`config.mk`:
```
export PLATFORM = sky130hd
export DESIGN_NAME = serv_mtimer_flat
export DESIGN_NICKNAME = d
export VERILOG_FILES = /design/src/rtl/serv_mtimer_pkg.sv /design/src/rtl/serv_mtimer_if.sv /design/src/rtl/serv_mtimer_prescale.sv /design/src/rtl/serv_mtimer.sv /design/src/flat_wrapper.sv
export SDC_FILE = /design/constraint.sdc
export NUM_CORES = 1
export LEC_CHECK = 0
export BUFFER_PORTS_ARGS = -buffer_cell sky130_fd_sc_hd__buf_2
export CORE_ASPECT_RATIO = 1.4
export CORE_UTILIZATION = 62
export CTS_CLUSTER_DIAMETER = 50
export CTS_CLUSTER_SIZE = 24
export DETAILED_ROUTE_END_ITERATION = 10
export GPL_ROUTABILITY_DRIVEN = 0
export PLACE_DENSITY = 0.81
export SLEW_MARGIN = 20
export SYNTH_ARGS = -nofsm -noshare
export SYNTH_HDL_FRONTEND = slang
export SYNTH_HIERARCHICAL = 1
export SYNTH_SLANG_ARGS = --single-unit
```
`constraint.sdc`:
```
create_clock -name i_clk -period 3.3 [get_ports i_clk]
set_clock_uncertainty 0.2 [all_clocks]
set_input_delay 0.495 -clock i_clk [delete_from_list [all_inputs] [get_ports i_clk]]
set_output_delay 0.495 -clock i_clk [all_outputs]
set_load 0.01 [all_outputs]
```
`src/rtl/serv_mtimer_pkg.sv`:
```
// Shared definitions for the machine timer: register word offsets, legal widths and
// the byte-lane write merge used for every register.
package serv_mtimer_pkg;

  localparam logic [1:0] MTIME_LO    = 2'd0;
  localparam logic [1:0] MTIME_HI    = 2'd1;
  localparam logic [1:0] MTIMECMP_LO = 2'd2;
  localparam logic [1:0] MTIMECMP_HI = 2'd3;

  localparam int unsigned WIDTH_32 = 32;
  localparam int unsigned WIDTH_64 = 64;

  function automatic logic [31:0] byte_merge(input logic [31:0] old_word,
                                             input logic [31:0] wdata,
                                             input logic [3:0]  sel);
    logic [31:0] merged;
    merged = old_word;
    for (int n = 0; n < 4; n++) begin
      if (sel[n]) merged[8*n +: 8] = wdata[8*n +: 8];
    end
    return merged;
  endfunction

endpackage

```
`src/rtl/serv_mtimer_if.sv`:
```
// Wishbone slave bus between the SoC data bus and the machine timer.
interface serv_mtimer_if;

  logic [1:0]  adr;
  logic [31:0] dat;
  logic [3:0]  sel;
  logic        we;
  logic        cyc;
  logic        stb;
  logic [31:0] rdt;
  logic        ack;

  modport master (output adr, dat, sel, we, cyc, stb, input rdt, ack);
  modport slave  (input adr, dat, sel, we, cyc, stb, output rdt, ack);

endinterface

```
`src/rtl/serv_mtimer_prescale.sv`:
```
// mtime prescaler: counts 0..PRESCALER-1 and pulses tick on the terminal count.
module serv_mtimer_prescale #(
  parameter int unsigned PRESCALER = 1,
  parameter bit          RESET_EN  = 1'b1
) (
  input  logic i_clk,
  input  logic i_rst,
  output logic o_tick
);

  if (PRESCALER <= 1) begin : gen_every_cycle
    logic unused_clk_rst;
    assign unused_clk_rst = i_clk ^ i_rst;
    assign o_tick = 1'b1;
  end else begin : gen_count
    localparam int unsigned CntW = $clog2(PRESCALER);

    logic [CntW-1:0] cnt_q;

    assign o_tick = (cnt_q == CntW'(PRESCALER - 1));

    always_ff @(posedge i_clk) begin
      if (i_rst && RESET_EN) begin
        cnt_q <= '0;
      end else begin
        cnt_q <= o_tick ? '0 : cnt_q + CntW'(1);
      end
    end
  end

endmodule

```
`src/rtl/serv_mtimer.sv`:
```
// Machine timer (mtime/mtimecmp) behind a 32-bit Wishbone slave; drives the level
// timer-interrupt request o_mtip.
module serv_mtimer
  import serv_mtimer_pkg::*;
#(
  parameter string       RESET_STRATEGY = "MINI",
  parameter int unsigned WIDTH          = 64,
  parameter int unsigned PRESCALER      = 1
) (
  input  logic         i_clk,
  input  logic         i_rst,
  serv_mtimer_if.slave wb,
  output logic         o_mtip
);

  localparam bit ResetEn = (RESET_STRATEGY != "NONE");
  localparam bit Wide    = (WIDTH == WIDTH_64);

  logic             tick;
  logic             req;
  logic             ack_q;
  logic             mtip_q;
  logic [WIDTH-1:0] mtime_q, mtime_d;
  logic [WIDTH-1:0] mtimecmp_q, mtimecmp_d;
  logic [63:0]      mtime_x, cmp_x, mtime_nx, cmp_nx;
  logic [31:0]      snap_q, snap_d;
  logic [31:0]      rdt_q, rdt_d;

  serv_mtimer_prescale #(
    .PRESCALER (PRESCALER),
    .RESET_EN  (ResetEn)
  ) u_prescale (
    .i_clk  (i_clk),
    .i_rst  (i_rst),
    .o_tick (tick)
  );

  assign req     = wb.cyc & wb.stb & ~ack_q;
  assign mtime_x = 64'(mtime_q);
  assign cmp_x   = 64'(mtimecmp_q);

  // Work on zero-extended 64-bit views so the same decode serves both widths.
  always_comb begin
    mtime_nx = mtime_x;
    cmp_nx   = cmp_x;
    snap_d   = snap_q;
    rdt_d    = rdt_q;
    if (tick) mtime_nx = 64'(mtime_q + WIDTH'(1));

    if (req && wb.we) begin
      // A write to mtime replaces the whole next value, so it also swallows the tick.
      unique case (wb.adr)
        MTIME_LO: mtime_nx = {mtime_x[63:32], byte_merge(mtime_x[31:0], wb.dat, wb.sel)};
        MTIME_HI: begin
          if (Wide) begin
            mtime_nx = {byte_merge(mtime_x[63:32], wb.dat, wb.sel), mtime_x[31:0]};
            snap_d   = mtime_nx[63:32];
          end
        end
        MTIMECMP_LO: cmp_nx[31:0] = byte_merge(cmp_x[31:0], wb.dat, wb.sel);
        MTIMECMP_HI: begin
          if (Wide) cmp_nx[63:32] = byte_merge(cmp_x[63:32], wb.dat, wb.sel);
        end
        default: ;
      endcase
    end else if (req) begin
      unique case (wb.adr)
        MTIME_LO: begin
          rdt_d = mtime_nx[31:0];
          if (Wide) snap_d = mtime_nx[63:32];
        end
        MTIME_HI:    rdt_d = Wide ? snap_q : '0;
        MTIMECMP_LO: rdt_d = cmp_x[31:0];
        MTIMECMP_HI: rdt_d = cmp_x[63:32];
        default: ;
      endcase
    end
  end

  assign mtime_d    = WIDTH'(mtime_nx);
  assign mtimecmp_d = WIDTH'(cmp_nx);

  always_ff @(posedge i_clk) begin
    if (i_rst) begin
      ack_q <= 1'b0;
      if (ResetEn) begin
        mtime_q    <= '0;
        mtimecmp_q <= '1;
        rdt_q      <= '0;
        mtip_q     <= 1'b0;
      end
    end else begin
      ack_q      <= req;
      mtime_q    <= mtime_d;
      mtimecmp_q <= mtimecmp_d;
      rdt_q      <= rdt_d;
      mtip_q     <= (mtime_q >= mtimecmp_q);
    end
  end

  if (Wide) begin : gen_snap
    always_ff @(posedge i_clk) begin
      if (i_rst) begin
        if (ResetEn) snap_q <= '0;
      end else begin
        snap_q <= snap_d;
      end
    end
  end else begin : gen_no_snap
    logic unused_snap;
    assign unused_snap = ^snap_d;
    assign snap_q      = '0;
  end

  assign wb.rdt = rdt_q;
  assign wb.ack = ack_q;
  assign o_mtip = mtip_q;

endmodule

```
`src/flat_wrapper.sv`:
```
// flat-port wrapper written by rule: the top's interface ports become plain ports
module serv_mtimer_flat import serv_mtimer_pkg::*;
#(
  parameter string       RESET_STRATEGY = "    ",
  parameter int unsigned WIDTH          = 64,
  parameter int unsigned PRESCALER      = 1
)
  (i_clk, i_rst, o_mtip, wb_adr, wb_dat, wb_sel, wb_we, wb_cyc, wb_stb, wb_rdt, wb_ack);
  serv_mtimer_if wb_i ();
  input  logic i_clk;
  input  logic i_rst;
  output logic o_mtip;
  input wire logic [$bits(wb_i.adr)-1:0] wb_adr;
  input wire logic [$bits(wb_i.dat)-1:0] wb_dat;
  input wire logic [$bits(wb_i.sel)-1:0] wb_sel;
  input wire logic [$bits(wb_i.we)-1:0] wb_we;
  input wire logic [$bits(wb_i.cyc)-1:0] wb_cyc;
  input wire logic [$bits(wb_i.stb)-1:0] wb_stb;
  output wire logic [$bits(wb_i.rdt)-1:0] wb_rdt;
  output wire logic [$bits(wb_i.ack)-1:0] wb_ack;
  assign wb_i.adr = wb_adr;
  assign wb_i.dat = wb_dat;
  assign wb_i.sel = wb_sel;
  assign wb_i.we = wb_we;
  assign wb_i.cyc = wb_cyc;
  assign wb_i.stb = wb_stb;
  assign wb_rdt = wb_i.rdt;
  assign wb_ack = wb_i.ack;
  serv_mtimer #(.RESET_STRATEGY(RESET_STRATEGY), .WIDTH(WIDTH), .PRESCALER(PRESCALER)) u_core (.i_clk(i_clk), .i_rst(i_rst), .wb(wb_i), .o_mtip(o_mtip));
endmodule
```
==> results.md <==
* **number of buffers inserted by hold repair at cts** 0
* **Die Span Y** 167 um
* **worst path buffer plus inverter count** 0
* **Site Rows** 59
* **Critical Path Sink Type** flop
* **number of antenna violations at the first check in global routing** 0
* **number of clock sinks seen by CTS** 194
* **total I/O pin count** 77
* **max frequency** 0.319 GHz
* **setup fix buffers added after clock tree synthesis** 0
* **wire length of the first global-routing pass** 65.3 mm
* **LEAKAGE** 0.00587 uW
* **horizontal extent of the die** 120 um
* **post-layout worst setup margin** 0.166 ns
* **sequential area share after synthesis** 0.323
* **Final ANT Viol Nets** 0
* **R2R cell count** 6
* **capture instance of the worst register-to-register path** u_core/snap_q[28]$_SDFFE_PP0P_
* **number of enable flip-flop cells after synthesis** 0
* **initial core utilization** 0.639
* **largest stage delay on the critical path** 0.69 ns
* **sum of net half-perimeters after detailed placement** 29.9 mm
* **launch instance of the worst min-delay path** wb_dat[28]
* **Top FF cell, synth** dfxtp_1
* **Hold Crit Class** in2reg
* **total of cells resized after clock tree synthesis** 0
* **Pre-antenna DRT Iters** 6
* **number of nets in the finished design** 1649
* **number of buffer cells added on primary ports** 76
* **start-to-end type of the worst setup path** reg2reg
* **Worst IR Drop VDD** 0.369 mV
* **Worst setup startpoint** u_core/mtime_q[34]$_SDFFE_PP0P_
* **ys async rst share** 0
* **number of max-slew violations in the final report** 0
* **pin count of the biggest net entering global routing** 72
* **Worst Tran Pin Value** 1.17 ns
* **startpoint of the lowest-slack register-to-register path** u_core/mtime_q[34]$_SDFFE_PP0P_
* **total core area** 18800 um^2
* **total routing usage reported by global routing** 0.430
* **Final Cycle Share** 0.950
* **max-slew headroom at the worst pin** 0.221
* **power per standard cell area** 380 nW/um^2
* **maximum number of buffers from clock root to sink** 2
* **count of routing violations after the opening detailed-route iteration** 1910
* **Clk pin slew, worst setup/hold paths** 0.08 ns
* **clock latency of the later-clocked register in the worst-skew pair** 0.45 ns
* **R2R Setup Slk** 0.17 ns
* **via count of the first global-routing pass** 11600
* **setup-violating endpoint count in the final report** 0
* **ratio of cells with drive above 1 in the final layout** 0.128
* **worst-path cell chain** nand4_1 > or4_1 > or4_1 > nor2_1 > nand4_1 > a32o_1
* **outcome** complete, no violations
* **crit start category** flop
* **cell type group with the largest total delay on the critical path** simple AND/OR/NAND/NOR gates
* **total via count after detailed routing** 12400
* **clock period minus final worst setup slack** 3.13 ns
* **critical path's slowest cell** or4_1
* **data arrival time of the critical path** 3.28 ns
* **DRT Wirelength** 42.6 mm
* **count of final hold-check violations** 0
* **Remaining Overflow, GRT** 0
* **average cell area after synthesis** 7.98 um^2
* **CTS tree** done
* **post-synth cell types** 73
* **number of maximum-capacitance constraint violations** 0
* **Worst EP required** 3.45 ns
* **instance count of the mapped netlist** 1507
* **Synth-to-Final Area Change** 10.2%
* **maximum fanout encountered on the critical timing path** 7
* **number of H-tree levels** 4
* **Routed wire per std cell** 23.7 um
* **unrepaired setup endpoints after global routing** false
* **DRC viols** 0
* **warning count from the yosys run** 6
* **Hold Path End** u_core/mtime_q[28]$_SDFFE_PP0P_
* **ant diodes** 0
* **hold path cells** 3
* **worst-case setup slack after placement** 0.302 ns
* **Die Outline Area** 20000 um^2
* **total standard cell area after synthesis** 12000 um^2
* **clock buffers created by TritonCTS** 17
* **count of state elements after synthesis** 194
* **setup tns final** 0 ns
* **synthesized net count** 1615
* **final standard cell utilization of the core** 0.704
* **clk root buf** clkbuf_16
* **via density per instance** 6.91
layer usage:
layer,vias up,GRT usage,part of all wire
li1,5587,-,-
met1,5705,0.484,0.34
met2,882,0.684,0.45
met3,240,0.107,0.11
met4,0,0.348,0.097
met5,-,0,0
worst max path at each step:
stage / to / slack [ns] / depth (start not counted)
global route: u_core/snap_q[28]$_SDFFE_PP0P_ / 0.07 / 6
CTS: u_core/snap_q[28]$_SDFFE_PP0P_ / 0.24 / 6
finish: u_core/snap_q[28]$_SDFFE_PP0P_ / 0.17 / 6
detailed placement: u_core/snap_q[28]$_SDFFE_PP0P_ / 0.30 / 6
global placement: u_core/snap_q[28]$_SDFFE_PP0P_ / 0.32 / 6
floorplan: u_core/snap_q[31]$_SDFFE_PP0P_ / 0.53 / 9
cells in the mapped netlist, drive strengths merged (15+ instances only):
cell / number / share of area
xor2: 23 / 0.017
o221ai: 15 / 0.011
nand3: 36 / 0.015
dfxtp: 194 / 0.32
nand2: 200 / 0.062
nor2: 110 / 0.035
mux2i: 56 / 0.047
a21oi: 108 / 0.045
nor4: 17 / 0.0088
ha: 65 / 0.068
inv: 80 / 0.025
nand4: 39 / 0.022
buf: 20 / 0.0091
clkbuf: 91 / 0.029
nor3: 43 / 0.021
xnor2: 31 / 0.023
a211oi: 27 / 0.017
o21ai: 72 / 0.030
and3: 19 / 0.010
o211ai: 62 / 0.039
power breakdown:
group / switching [uW] / total [uW] / internal (uW)
Clock: 1020 / 2090 / 1070
Sequential: 42.7 / 2430 / 2380
Combinational: 351 / 520 / 169
Total: 1420 / 5040 / 3620
registers in the layout, summed over array words and instances, names as in the netlist:
name            count
u_core/o_mtip       1
u_core/wb.rdt      32
u_core/snap_q      32
u_core/wb.ack       1
u_core/mtime_q     64
u_core/cmp_x       64
kinds of logic after synthesis:
family	share of synthesized area
and+or+nand+nor	0.213
AOI/OAI and AO/OA	0.218
DFF	0.323
buffers and inverters	0.0632
muxes	0.0757
adders and majority gates	0.0677
xor gates and xnor gates	0.0393
other	0.000312
final cells by class:
| class | instances | area (um^2) |
|---|---|---|
| Sequential cell | 194 | 3880 |
| Clock inverter | 13 | 148 |
| Timing Repair Buffer | 126 | 783 |
| Clock buffer | 18 | 429 |
| Tap cell | 244 | 305 |
| Inverter | 82 | 308 |
| Fill cell | 1557 | 5580 |
| Multi-Input combinational cell | 1120 | 7390 |
placed cells by master (no fill, tap or decap), types with 11 or more instances in the layout:
| cell | netlist | final |
|---|---|---|
| buf_2 | 6 | 75 |
| a21o_1 | 11 | 11 |
| dfxtp_1 | 194 | 194 |
| nand2_1 | 200 | 200 |
| nand3_1 | 36 | 36 |
| a21oi_1 | 108 | 108 |
| mux2i_1 | 56 | 56 |
| a211oi_1 | 27 | 27 |
| inv_1 | 80 | 79 |
| nor4_1 | 17 | 16 |
| buf_4 | 1 | 49 |
| mux4_2 | 12 | 12 |
| ha_1 | 65 | 65 |
| xnor2_1 | 31 | 31 |
| nand4_1 | 36 | 36 |
| nor3_1 | 38 | 38 |
| and3_1 | 18 | 18 |
| o211ai_1 | 62 | 62 |
| nor2_1 | 109 | 108 |
| xor2_1 | 23 | 23 |
| o221ai_1 | 15 | 15 |
| o21ai_0 | 71 | 71 |
| a22oi_1 | 14 | 14 |
| and4_1 | 13 | 13 |
| a31oi_1 | 13 | 13 |
| clkbuf_16 | 0 | 17 |
per-stage QoR:
| stage | hold WS [ns] | std cells | cell area, um^2 | total power (uW) |
|---|---|---|---|---|
| final | 0.143 | 1797 | 13200 | 5040 |
| after CTS | 0.138 | 1797 | 13200 | 5020 |
| after global routing | 0.142 | 1797 | 13200 | 5180 |
| after global placement | 0.230 | 1766 | 12700 | 2960 |
| after floorplan | 0.226 | 1507 | 12000 | 2760 |
| after detailed placement | 0.236 | 1766 | 12700 | 2970 |
worst reg2reg max path, stage by stage (launching register included):
cell,delay (ns)
dfxtp_1,0.47
nand4_1,0.27
or4_1,0.65
or4_1,0.69
nor2_1,0.34
nand4_1,0.15
a32o_1,0.27
Power figures use the tool's default switching activity.
